===== src/rtl/countdown_timer_mmss_pkg.sv =====
`default_nettype none
// +------------------------------------------------------------------+
// | countdown_pkg                                                    |
// | Shared states, BCD digit type and clamp helper for the mm:ss     |
// | countdown timer.                                                 |
// | Revision: 1.0                                                    |
// +------------------------------------------------------------------+
package countdown_pkg;

    typedef enum logic [2:0] {
        IDLE   = 3'd0,
        LOADED = 3'd1,
        RUN    = 3'd2,
        PAUSE  = 3'd3,
        DONE   = 3'd4
    } state_t;

    typedef logic [3:0] bcd_digit_t;

    localparam bcd_digit_t SEC_TENS_MAX = 4'd5;
    localparam bcd_digit_t DIGIT_MAX    = 4'd9;

    function automatic bcd_digit_t clamp_digit(input bcd_digit_t d, input bcd_digit_t lim);
        return (d > lim) ? lim : d;
    endfunction

endpackage
`default_nettype wire


===== src/rtl/countdown_timer_mmss_if.sv =====
`default_nettype none
// +------------------------------------------------------------------+
// | countdown_timer_mmss_if                                          |
// | Button, load and display signals of the mm:ss countdown timer.   |
// | Revision: 1.0                                                    |
// +------------------------------------------------------------------+
interface countdown_timer_mmss_if #(
    parameter int MIN_DIGITS = 2
);
    logic                        load_btn;
    logic                        start_btn;
    logic [4*(MIN_DIGITS+2)-1:0] load_bcd;
    logic [4*(MIN_DIGITS+2)-1:0] digits_bcd;
    logic                        running;
    logic                        done;
    logic                        tick;

    modport master (
        output load_btn, start_btn, load_bcd,
        input  digits_bcd, running, done, tick
    );

    modport slave (
        input  load_btn, start_btn, load_bcd,
        output digits_bcd, running, done, tick
    );
endinterface
`default_nettype wire


===== src/rtl/countdown_timer_mmss_btn_edge_sync.sv =====
`default_nettype none
// +------------------------------------------------------------------+
// | btn_edge_sync                                                    |
// | Two-flop synchroniser for an async button plus rising-edge pulse.|
// | Revision: 1.0                                                    |
// +------------------------------------------------------------------+
module btn_edge_sync (
    input  wire  clock,
    input  wire  reset,
    input  wire  btn,
    output logic pulse
);
    logic r_sync1;
    logic r_sync2;
    logic r_prev;

    always_ff @(posedge clock or posedge reset) begin
        if (reset) begin
            r_sync1 <= 1'b0;
            r_sync2 <= 1'b0;
            r_prev  <= 1'b0;
        end else begin
            r_sync1 <= btn;
            r_sync2 <= r_sync1;
            r_prev  <= r_sync2;
        end
    end

    assign pulse = r_sync2 & ~r_prev;

endmodule
`default_nettype wire


===== src/rtl/countdown_timer_mmss.sv =====
`default_nettype none
// +------------------------------------------------------------------+
// | countdown_timer_mmss                                             |
// | Prescaled BCD mm:ss countdown with run/pause, done and clamping. |
// | Optional macro AUTO_RELOAD_EN: reload the captured value at 0.   |
// | Revision: 1.0                                                    |
// +------------------------------------------------------------------+
module countdown_timer_mmss
    import countdown_pkg::*;
#(
    parameter int CLK_HZ     = 100_000_000,
    parameter int TICK_HZ    = 1,
    parameter int MIN_DIGITS = 2
) (
    input wire                    clock,
    input wire                    reset,
    countdown_timer_mmss_if.slave bus
);
    localparam int c_ndig = MIN_DIGITS + 2;
    localparam int c_w    = 4 * c_ndig;
    localparam int c_div  = CLK_HZ / TICK_HZ;
    localparam int c_pw   = (c_div > 1) ? $clog2(c_div) : 1;
    localparam logic [c_pw-1:0] c_presc_last = c_pw'(c_div - 1);

    state_t           r_state;
    state_t           w_state_next;
    logic [c_w-1:0]   r_digits;
    logic [c_w-1:0]   w_digits_next;
    logic [c_pw-1:0]  r_presc;
    logic [c_pw-1:0]  w_presc_next;
    logic             r_tick;
    logic             w_tick_next;
    logic             r_done;
    logic             w_done_next;
    logic             w_load_pulse;
    logic             w_start_pulse;
    logic [c_w-1:0]   w_loaded;
    logic [c_w-1:0]   w_dec;
`ifdef AUTO_RELOAD_EN
    logic [c_w-1:0]   r_reload;
    logic [c_w-1:0]   w_reload_next;
`endif

    btn_edge_sync u_load_sync (
        .clock (clock),
        .reset (reset),
        .btn   (bus.load_btn),
        .pulse (w_load_pulse)
    );

    btn_edge_sync u_start_sync (
        .clock (clock),
        .reset (reset),
        .btn   (bus.start_btn),
        .pulse (w_start_pulse)
    );

    // Digit 1 is seconds tens (0..5); every other digit spans 0..9.
    function automatic logic [c_w-1:0] clamp_load(input logic [c_w-1:0] v);
        logic [c_w-1:0] r;
        r = '0;
        for (int i = 0; i < c_ndig; i++) begin
            r[4*i +: 4] = clamp_digit(v[4*i +: 4], (i == 1) ? SEC_TENS_MAX : DIGIT_MAX);
        end
        return r;
    endfunction

    function automatic logic [c_w-1:0] bcd_dec(input logic [c_w-1:0] v);
        logic [c_w-1:0] r;
        logic           borrow;
        r      = v;
        borrow = (v != '0);
        for (int i = 0; i < c_ndig; i++) begin
            if (borrow) begin
                if (v[4*i +: 4] == 4'd0) begin
                    r[4*i +: 4] = (i == 1) ? SEC_TENS_MAX : DIGIT_MAX;
                end else begin
                    r[4*i +: 4] = v[4*i +: 4] - 4'd1;
                    borrow      = 1'b0;
                end
            end
        end
        return r;
    endfunction

    assign w_loaded = clamp_load(bus.load_bcd);
    assign w_dec    = bcd_dec(r_digits);

    always_comb begin
        w_state_next  = r_state;
        w_digits_next = r_digits;
        w_presc_next  = r_presc;
        w_tick_next   = 1'b0;
        w_done_next   = r_done;
`ifdef AUTO_RELOAD_EN
        w_reload_next = r_reload;
`endif
        if (w_load_pulse) begin
            // A simultaneous start edge is deliberately dropped here.
            w_state_next  = LOADED;
            w_digits_next = w_loaded;
            w_presc_next  = '0;
            w_done_next   = 1'b0;
`ifdef AUTO_RELOAD_EN
            w_reload_next = w_loaded;
`endif
        end else begin
            case (r_state)
                LOADED, PAUSE: begin
                    if (w_start_pulse) begin
                        w_presc_next = '0;
                        if (r_digits == '0) begin
                            w_state_next = DONE;
                            w_done_next  = 1'b1;
                        end else begin
                            w_state_next = RUN;
                        end
                    end
                end
                RUN: begin
                    w_done_next = 1'b0;
                    if (w_start_pulse) begin
                        w_state_next = PAUSE;
                    end else if (r_presc == c_presc_last) begin
                        w_presc_next  = '0;
                        w_tick_next   = 1'b1;
                        w_digits_next = w_dec;
                        if (w_dec == '0) begin
                            w_done_next = 1'b1;
`ifdef AUTO_RELOAD_EN
                            if (r_reload != '0) begin
                                w_digits_next = r_reload;
                            end else begin
                                w_state_next = DONE;
                            end
`else
                            w_state_next = DONE;
`endif
                        end
                    end else begin
                        w_presc_next = r_presc + c_pw'(1);
                    end
                end
                default: ;
            endcase
        end
    end

    always_ff @(posedge clock or posedge reset) begin
        if (reset) begin
            r_state  <= IDLE;
            r_digits <= '0;
            r_presc  <= '0;
            r_tick   <= 1'b0;
            r_done   <= 1'b0;
`ifdef AUTO_RELOAD_EN
            r_reload <= '0;
`endif
        end else begin
            r_state  <= w_state_next;
            r_digits <= w_digits_next;
            r_presc  <= w_presc_next;
            r_tick   <= w_tick_next;
            r_done   <= w_done_next;
`ifdef AUTO_RELOAD_EN
            r_reload <= w_reload_next;
`endif
        end
    end

    assign bus.digits_bcd = r_digits;
    assign bus.running    = (r_state == RUN);
    assign bus.done       = r_done;
    assign bus.tick       = r_tick;

endmodule
`default_nettype wire


===== src/flat_wrapper.sv =====
// flat-port wrapper written by rule: the top's interface ports become plain ports
module countdown_timer_mmss_flat import countdown_pkg::*;
#(
    parameter int CLK_HZ     = 100_000_000,
    parameter int TICK_HZ    = 1,
    parameter int MIN_DIGITS = 2
)
  (clock, reset, bus_load_btn, bus_start_btn, bus_load_bcd, bus_digits_bcd, bus_running, bus_done, bus_tick);
  countdown_timer_mmss_if #(.MIN_DIGITS(MIN_DIGITS)) bus_i ();
  input wire clock;
  input wire reset;
  input wire logic [$bits(bus_i.load_btn)-1:0] bus_load_btn;
  input wire logic [$bits(bus_i.start_btn)-1:0] bus_start_btn;
  input wire logic [$bits(bus_i.load_bcd)-1:0] bus_load_bcd;
  output wire logic [$bits(bus_i.digits_bcd)-1:0] bus_digits_bcd;
  output wire logic [$bits(bus_i.running)-1:0] bus_running;
  output wire logic [$bits(bus_i.done)-1:0] bus_done;
  output wire logic [$bits(bus_i.tick)-1:0] bus_tick;
  assign bus_i.load_btn = bus_load_btn;
  assign bus_i.start_btn = bus_start_btn;
  assign bus_i.load_bcd = bus_load_bcd;
  assign bus_digits_bcd = bus_i.digits_bcd;
  assign bus_running = bus_i.running;
  assign bus_done = bus_i.done;
  assign bus_tick = bus_i.tick;
  countdown_timer_mmss #(.CLK_HZ(CLK_HZ), .TICK_HZ(TICK_HZ), .MIN_DIGITS(MIN_DIGITS)) u_core (.clock(clock), .reset(reset), .bus(bus_i));
endmodule

===== config.mk =====
export PLATFORM = sky130hd
export DESIGN_NAME = countdown_timer_mmss_flat
export DESIGN_NICKNAME = d
export VERILOG_FILES = /design/src/rtl/countdown_timer_mmss_pkg.sv /design/src/rtl/countdown_timer_mmss_if.sv /design/src/rtl/countdown_timer_mmss_btn_edge_sync.sv /design/src/rtl/countdown_timer_mmss.sv /design/src/flat_wrapper.sv
export SDC_FILE = /design/constraint.sdc
export NUM_CORES = 1
export LEC_CHECK = 0
export BUFFER_PORTS_ARGS = -buffer_cell sky130_fd_sc_hd__buf_2
export CORE_ASPECT_RATIO = 2
export CORE_MARGIN = 3
export CORE_UTILIZATION = 50
export DETAILED_ROUTE_END_ITERATION = 16
export GPL_TIMING_DRIVEN = 0
export PLACE_DENSITY = 0.76
export RECOVER_POWER = 50
export SLEW_MARGIN = 25
export SYNTH_ARGS = -nofsm -noshare
export SYNTH_HDL_FRONTEND = slang
export SYNTH_HIERARCHICAL = 1
export SYNTH_SLANG_ARGS = --single-unit

===== constraint.sdc =====
create_clock -name clock -period 3.15 [get_ports clock]
set_input_delay 0.4725 -clock clock [delete_from_list [all_inputs] [get_ports clock]]
set_output_delay 0.4725 -clock clock [all_outputs]
set_load 0.05 [all_outputs]

==> results of run 1 <==
-- per-stage QoR --
step / total power, W / instance area, sq um / hold slack, ps / setup WS [ps] / util [%]
2_1_floorplan: 0.001084 / 3277 / 226.1 / 594.6 / -
3_3_place_gp: 0.001188 / 3575 / 336.4 / 529.2 / 56.65
3_5_place_dp: 0.001205 / 3630 / 339.7 / 506.9 / 57.53
4_1_cts: 0.001843 / 3799 / 47.62 / 497.8 / 60.20
5_1_grt: 0.001897 / 3746 / 46.74 / 252.7 / 59.37
6_report: 0.001818 / 3746 / 36.94 / 483.7 / 59.37
-- sequential cells by signal, indices dropped and copies added (netlist names) --
signal	flops
u_core/u_start_sync/r_sync1	1
u_core/u_load_sync/r_sync2	1
u_core/u_start_sync/r_sync2	1
u_core/bus.done	1
u_core/u_load_sync/r_prev	1
u_core/bus.tick	1
u_core/r_state	3
u_core/bus.digits_bcd	16
u_core/u_start_sync/r_prev	1
u_core/u_load_sync/r_sync1	1
u_core/r_presc	27
-- Yosys cell counts (3+ instances only) --
| library cell | count | area, sq um |
|---|---|---|
| a211o_1 | 3 | 26.28 |
| nand2b_1 | 5 | 31.28 |
| a31oi_1 | 3 | 18.77 |
| nand3_1 | 11 | 55.05 |
| nor2_1 | 32 | 120.1 |
| mux2i_1 | 4 | 40.04 |
| nand4_1 | 8 | 50.05 |
| inv_1 | 8 | 30.03 |
| nor3_1 | 12 | 60.06 |
| a21oi_1 | 8 | 40.04 |
| or4_1 | 5 | 37.54 |
| a21o_1 | 4 | 30.03 |
| and2_1 | 3 | 18.77 |
| nand2_1 | 28 | 105.1 |
| o21ai_0 | 19 | 95.09 |
| xor2_1 | 6 | 52.55 |
| o32ai_1 | 6 | 52.55 |
| dfrtp_1 | 54 | 1351 |
| or3_1 | 3 | 18.77 |
| buf_2 | 5 | 25.02 |
| o41ai_1 | 3 | 26.28 |
| xnor2_1 | 8 | 70.07 |
| nor4_4 | 4 | 85.08 |
| nand4b_1 | 3 | 26.28 |
| and3_1 | 8 | 50.05 |
| o21a_1 | 4 | 30.03 |
| and4_1 | 6 | 52.55 |
| clkbuf_1 | 10 | 37.54 |
| o31ai_1 | 5 | 37.54 |
| nor4_1 | 6 | 37.54 |
| a211oi_1 | 3 | 22.52 |
| a221o_1 | 4 | 40.04 |
| nor3b_1 | 11 | 82.58 |
| buf_6 | 4 | 45.04 |
-- routing by layer --
layer	wire length (microns)	up-vias
met2	4836	111
li1	-	1386
met5	0	-
met4	523	0
met1	2864	1460
met3	378	47
-- power groups by stage --
stage	clock network, W	registers (W)	logic (W)
5_1_grt	0.000674	0.000791	0.000432
4_1_cts	0.000649	0.000782	0.000412
3_3_place_gp	0	0.000794	0.000395
3_5_place_dp	0	0.000796	0.000409
6_report	0.000634	0.000783	0.000401
2_1_floorplan	0	0.000875	0.000209
-- kinds of logic (layout without fill, tap and decap cells) --
logic type / count (synthesis) / after routing
simple gates: 166 / 166
compound gates: 77 / 77
flops: 54 / 54
buf+inv: 28 / 76
xor+xnor: 14 / 14
mux: 5 / 5
fa+ha+maj: 1 / 1
-- critical path, cell delays in order, from the launching register on --
cell and delay [ps]:
dfrtp_1 400, ha_1 230, and3_1 230, nand3_1 280
nor4_4 660, buf_2 370, nor3b_1 80, a211o_1 300
-- final timing paths --
path / end / from / slack (ps)
min in group clock: u_core/u_start_sync/r_sync1 / bus_start_btn / 280
max: u_core/bus.digits_bcd[14] / u_core/r_presc[0] / 480
max reg2reg: u_core/bus.digits_bcd[14] / u_core/r_presc[0] / 480
min: u_core/u_load_sync/r_sync1 / reset / 40
min reg2reg: u_core/u_start_sync/r_sync2 / u_core/u_start_sync/r_sync1 / 350
max in group asynchronous: u_core/bus.digits_bcd[6] / reset / 750
-- layout make-up --
class	instances	area, sq um
multi-input cells	263	1784
fillers	581	2564
well taps	86	107.6
plain buffers	19	107.6
repair buffers	40	192.7
clock buffers	5	125.1
flip-flops and latches	54	1351
clock inverters	3	43.79
inverters	9	33.78
==> impl_metrics.ini, run 1 <==
[status]
status = finished, final reports clean

[cts]
cts_buffer_depth = 2
clk_latency_ps = 300
cts-root-buf = clkbuf_16
cts_tree = done
path_clk_slew_ps = 70
cts_num_sinks = 54
cts_buffers = 5
htree_levels = 2
cts_hold_buf = 0
cts_resized = 0
post_cts_buffers = 0

[cells_and_area]
area_delta_synth_final_pct = 14.32
drive_gt1_share_pct = 18.58
final_cell_mix = dfrtp_1 (54), buf_2 (39), nor2_1 (32)
nets = 413
mostFrequentLayoutCell = dfrtp_1
diodes = 0
stdcell_count = 479

[drt]
wirelength_microns = 8603
first_pass_iters = 4
routed_via_density = 6.271
wire_per_inst_microns = 17.96
drc = 0
final_antenna_net_count = 0
drt_iter0_markers = 118
num_vias = 3004

[synth]
synth_cell_types = 65
syn_avg_cell_area_sq_um = 9.498
ys.flop_type = dfrtp_1
synthAdderAreaFrac_pct = 0.3818
synth-compound-area-share_pct = 17.03
syn_area_sq_mm = 0.003277
synth_top_family_by_area = simple AND/OR/NAND/NOR gates
ys_warn_count = 6
yosys.area_share.simple_pct = 31.62
synth_nets = 366
synth_mux_area_share_pct = 1.680
synth_seq_cells = 54
async_flop_share_pct = 100.0
synth_edf_count = 0
synthCells = 345
synthXorXnorAreaFrac_pct = 3.742
seq_area_frac_synth_pct = 41.24

[timing]
rsz0062_at_grt = false
slew_headroom_pct = 26.46
fmax_ghz = 0.3751
fin_setup_tns_ps = 0
post-route-period-util_pct = 84.64
drv_slew = 0
worstMarginPinSlew_ps = 1103
fin_skew_ps = 8.962
min_period_ps = 2666
setup_viol = 0
hold_viol = 0

[global_routing]
grt_pass1_vias = 3255
top_usage_layer = met2
grt_max_degree = 20
grt_pass1_wl_microns = 14790
grtUsageMet2_pct = 46.72
grt_util_all_layers_pct = 24.47
met1_usage_pct = 22.94
gr-usage-met3_pct = 3.160
overflow = 0
antenna_found_initial = 0

[power]
swShare_pct = 32.35
power_frac_clock_pct = 34.9
p_leak_nw = 1.561
p_seq_share_pct = 43.1
power.density_mw_per_mm2 = 485.3
vdd_ir_drop_max_mv = 0.4322
p_int_w = 0.001230
switchingPower_w = 0.0005881
combPwrFrac_pct = 22.1

[setup_path]
worstPathRequired_ps = 3330
crit_path_end_kind = flop
cp.arrival_ps = 2850
rr_worst_depth = 7
critPathLaunchType = flop
critPathKind = reg -> reg
cp_max_fo = 10

[run]
maxCapViolCount = 0

[floorplanning]
die_w_microns = 63.25
fp.dieH_microns = 120.5
die-area_sq_mm = 0.007620
ioPinCount = 39
design.core.area_sq_mm = 0.006310
initial_core_util_pct = 51.93
row_count = 41

[place]
dpl.hpwl_microns = 6638
placed_cells = 471
routabilityCongestion = 0.9400
portBuffers = 38

[worst_hold_path]
min_path_type = in -> async
No activity file was read; power rests on OpenSTA's default activity.
==> run 2, diff against run 1 <==
ABC_AREA = 1   (was not set)
PLACE_DENSITY = 0.79   (was 0.76)
clock period = 2.3 ns   (was 3.15 ns; I/O delays follow)
==> impl_metrics.ini, run 2 <==
[status]
status = finished, final reports clean

[cts]
cts-root-buf = clkbuf_16
clk_latency_ps = 300
cts_buffers = 5
cts_num_sinks = 54
cts_buffer_depth = 2
post_cts_buffers = 0
cts_tree = done
htree_levels = 2
path_clk_slew_ps = 70

[worst_hold_path]
whs_path_depth = 1
min_path_type = in -> reg

[timing]
fmax_ghz = 0.4731
rsz0062_at_grt = false
finalWorstSetupSlack_ps = 186.2
worstMarginPinSlew_ps = 1013
fin_setup_tns_ps = 0
fin_worst_hold_slack_ps = 153.8
hold_viol = 0
setup_viol = 0
fin_skew_ps = 6.547
post-route-period-util_pct = 91.90
drv_slew = 0
slew_headroom_pct = 32.36
min_period_ps = 2114

[synth]
yosys.cell_count.top_type = nand2_1
synth_common_cells = nand2_1 (101), inv_1 (57), dfrtp_1 (54), nor2_1 (53), o21ai_0 (27)
syn_avg_cell_area_sq_um = 7.335
synthCells = 443
async_flop_share_pct = 100.0
syn_area_sq_mm = 0.003249
synthTopCellsByArea = dfrtp_1 (42%), nand2_1 (12%), inv_1 (6.6%)
ys.flop_type = dfrtp_1
synth_nets = 464
synth_edf_count = 0
yosysTopAreaCellShare_pct = 41.59
seq_area_frac_synth_pct = 41.59
synth_seq_cells = 54
synth.largest_area_cell = dfrtp_1
synth_cell_types = 35
ys_warn_count = 6

[power]
vdd_ir_drop_max_mv = 0.6141
power_w = 0.003237
p_leak_nw = 1.867
power.density_mw_per_mm2 = 862.3

[setup_path]
critPathLaunchType = flop
cp_max_fo = 9
critPathKind = reg -> reg
cp.arrival_ps = 2300
worstPathRequired_ps = 2480
r2r_setup_slack_ps = 190
crit_path_end_kind = flop
rr_worst_depth = 14

[floorplanning]
die_w_microns = 63.01
ioPinCount = 39
die-area_sq_mm = 0.007561
row_count = 41
design.core.area_sq_mm = 0.006310
initial_core_util_pct = 51.50
fp.dieH_microns = 120.0

[place]
dpl.hpwl_microns = 6417
pre_cts_slack_ps = 202.3
routabilityCongestion = 0.9350
placed_cells = 567
portBuffers = 38

[cells_and_area]
drive_gt1_share_pct = 19.80
area_delta_synth_final_pct = 15.52
fillers = 604
regArea_sq_mm = 0.001351
largest_register_ff_count = 27
final_cell_mix = nand2_1 (101), inv_1 (56), dfrtp_1 (54)
regMostFlops = u_core/r_presc
stdcell_count = 576
nets = 510
diodes = 0
multi_input_area_sq_mm = 0.001612
mostFrequentLayoutCell = nand2_1

[drt]
wirelength_microns = 8519
final_antenna_net_count = 0
num_vias = 3156
routed_via_density = 5.479
drt_iter0_markers = 244
first_pass_iters = 5
wire_per_inst_microns = 14.79
drc = 0

[global_routing]
grt_util_all_layers_pct = 23.49
grt_max_degree = 49
grt_pass1_wl_microns = 13840
grt_pass1_vias = 3225
overflow = 0
antenna_found_initial = 0

[run]
maxCapViolCount = 0
## run 2: cell types whose count changed after synthesis, moves of 9 or more
cell / previous run / this run
a21oi_1: 8 / 18
clkbuf_1: 10 / 1
inv_1: 8 / 57
nand2_1: 28 / 101
nand2_2: 0 / 9
nand3_1: 11 / 23
nor2_1: 32 / 53
nor2_2: 1 / 15
nor3b_1: 11 / 2
## run 2: report_power, final
part / switching (W) / internal [W]
combinational: 0.000817 / 0.000276
sequential: 0.0000984 / 0.00104
clock: 0.000353 / 0.000654
## run 2: kinds of logic after synthesis
family / synth area share, %
AOI/OAI and AO/OA: 12.32
xor gates and xnor gates: 1.078
and+or+nand+nor: 35.73
buffers and inverters: 8.895
adders and majority gates: 0.3850
DFF: 41.59
## run 2: final cells by class
class,count,share of cell area [%]
Buffer,7,0.9667
Clock buffer,6,3.700
Clock inverter,2,1.600
Inverter,67,6.733
Multi-Input combinational cell,315,42.93
Sequential cell,54,36.00
Tap cell,86,2.867
Timing Repair Buffer,39,5.200
## run 2: metal layers
metal	wire [microns]	up-vias	share of wire, %	track usage, %
met3	344	42	4.0	3.745
met2	4707	107	55	45.14
met1	2911	1485	34	19.80
li1	-	1522	-	-
met4	555	0	6.5	20.19
met5	0	-	0	0
## run 2: timing repair
| action | 4_1_cts | 5_1_grt |
|---|---|---|
| gates resized for setup | 0 | 1 |
| setup endpoints to repair | 0 | 3 |
| hold buffers | 1 | 0 |
| endpoints found under the hold margin | 6 | 0 |
## run 2: path summary, 6_finish.rpt
check / end / start
worst max register to register: u_core/r_state[0] / u_core/bus.digits_bcd[3]
worst min-delay path: u_core/u_load_sync/r_sync1 / bus_load_btn
min in group asynchronous: u_core/u_start_sync/r_sync2 / reset
worst max-delay path: u_core/r_state[0] / u_core/bus.digits_bcd[3]
max in group asynchronous: u_core/r_presc[24] / reset
worst min register to register: u_core/u_load_sync/r_sync2 / u_core/u_load_sync/r_sync1
## run 2: stage by stage
stage          instance area [sq um]  util [%]
2_1_floorplan                   3249         -
3_3_place_gp                    3547     56.22
6_report                        3754     59.49
3_5_place_dp                    3550     56.26
5_1_grt                         3754     59.49
4_1_cts                         3759     59.57
## run 2: critical path, stage by stage, from the launching register on
cell and delay, ps:
dfrtp_1 430, nor2_2 170, nand2_2 160, nor2_8 190
nand2_4 120, nand3_1 80, nand2_1 70, nor2_1 150
nand3_1 120, nor2_1 160, nand2_1 90, nand2_2 80
nand2_2 70, nand2_1 60, nand2_1 40
==> run 3, diff against run 2 <==
ABC_AREA = not set   (was 1)
CTS_BUF_LIST = sky130_fd_sc_hd__clkbuf_4 sky130_fd_sc_hd__clkbuf_8   (was not set)
==> impl_metrics.ini, run 3 (synthesized netlist as in run 1, its figures left out) <==
[setup_path]
worst-path-buf-inv = 1
cp_top_family = simple AND/OR/NAND/NOR gates
cp_cell_sequence = nor4_4 -> nand3_4 -> buf_4 -> or3_2 -> o41ai_2 -> a21o_1
crit_slowest_cell = dfrtp_2
critPathKind = reg -> reg
worstPathRequired_ps = 2580
cp.arrival_ps = 2560
crit_path_end_kind = flop
cpPeakStageDelay_ps = 500
critPathLaunchType = flop
r2r_setup_slack_ps = 20
cp_max_fo = 10

[cells_and_area]
fin_area_sq_mm = 0.003881
fillers = 545
mostFrequentLayoutCell = dfrtp_1
area_delta_synth_final_pct = 18.44
diodes = 0
regArea_sq_mm = 0.001363
final_cell_mix = dfrtp_1 (45), buf_2 (37), nor2_1 (32)
nets = 420
drive_gt1_share_pct = 26.75
regMostFlops = u_core/r_presc
largest_register_ff_count = 27
final_util_pct = 61.51
multi_input_area_sq_mm = 0.001878

[global_routing]
grt_pass1_vias = 3082
grt_util_all_layers_pct = 23.84
grt_max_degree = 27
grt_pass1_wl_microns = 14300
antenna_found_initial = 0
overflow = 0

[drt]
final_antenna_net_count = 0
routed_via_density = 6.204
drc = 0
wirelength_microns = 8788
first_pass_iters = 4
drt_iter0_markers = 161
num_vias = 3015
wire_per_inst_microns = 18.08

[cts]
cts_buffer_depth = 2
cts_tree = done
htree_levels = 2
path_clk_slew_ps = 110
cts_buffers = 5
cts_num_sinks = 54
clk_latency_ps = 330
cts-root-buf = clkbuf_8

[timing]
fin_skew_ps = 19.52
post-route-period-util_pct = 99.14
worstMarginPinSlew_ps = 1043
drv_slew = 0
min_period_ps = 2280
fin_setup_tns_ps = 0
fmax_ghz = 0.4386
setup_viol = 0
slew_headroom_pct = 30.40
fin_worst_hold_slack_ps = 128.2
hold_viol = 0

[floorplanning]
fp.dieH_microns = 120.5
ioPinCount = 39
design.core.area_sq_mm = 0.006310
die-area_sq_mm = 0.007620
row_count = 41
die_w_microns = 63.25
initial_core_util_pct = 51.93

[status]
status = finished, final reports clean

[power]
p_leak_nw = 1.587
vdd_ir_drop_max_mv = 0.4887
power.density_mw_per_mm2 = 600.2
switchingPower_w = 0.0008163
power_w = 0.002329
p_int_w = 0.001513
swShare_pct = 35.04
combPwrFrac_pct = 24.6
p_seq_share_pct = 47.0
power_frac_clock_pct = 28.4

[place]
dpl_cell_area_sq_mm = 0.003617
portBuffers = 38
routabilityCongestion = 0.9196
dpl.hpwl_microns = 6425

[run]
maxCapViolCount = 0

[worst_hold_path]
min_path_type = in -> reg
## run 3: through the flow
step,cells,setup slack [ps]
finish,486,19.82
global route,486,-45.52
CTS,480,-34.77
detailed placement,470,-277.5
global placement,469,-303.8
floorplan,345,19.54
## run 3: what timing repair did
item / 4_1_cts / 5_1_grt
hold endpoints to repair: 6 / 0
hold buffers: 1 / 0
buffers inserted: 2 / 9
cloned: 0 / 1
resized for setup: 9 / 19
endpoints found under the setup margin: 41 / 38
pin swaps: 2 / 5
## run 3: final timing paths
check	start	endpoint	depth (start not counted)
worst max-delay path	u_core/bus.digits_bcd[0]	u_core/bus.digits_bcd[12]	6
worst min-delay path	bus_load_btn	u_core/u_load_sync/r_sync1	1
worst max register to register	u_core/bus.digits_bcd[0]	u_core/bus.digits_bcd[12]	6
worst min register to register	u_core/u_start_sync/r_sync1	u_core/u_start_sync/r_sync2	0
max in group asynchronous	reset	u_core/r_state[0]	4
min in group asynchronous	reset	u_core/u_start_sync/r_sync2	3
## run 3: per-layer routing
metal  vias to the layer above  track usage [%]  part of all wire, %
met5                         -                0                    0
met4                         0            15.02                  4.8
met3                        32            3.625                  4.8
met2                       117            45.47                   56
met1                      1466            23.13                   34
li1                       1400                -                    -
## run 3: final cells by class
type / instances / share of cell area [%]
Sequential cell: 54 / 35.11
Tap cell: 86 / 2.772
Buffer: 14 / 2.450
Timing Repair Buffer: 52 / 7.447
Inverter: 9 / 0.9026
Multi-Input combinational cell: 263 / 48.39
Clock inverter: 3 / 1.161
Clock buffer: 5 / 1.773
## run 3: power by group through the flow
stage	Clock [W]	Sequential [W]	Combinational, W
finish	0.000662	0.00110	0.000572
floorplan	0	0.00120	0.000287
global route	0.000714	0.00111	0.000614
CTS	0.000673	0.00108	0.000572
global placement	0	0.00109	0.000540
detailed placement	0	0.00109	0.000555
## run 3: worst reg2reg max path, stage by stage (launching register included)
cell     delay, ps
dfrtp_2        500
nor4_4         410
nand3_4        150
buf_4          170
or3_2          460
o41ai_2        430
a21o_1         140
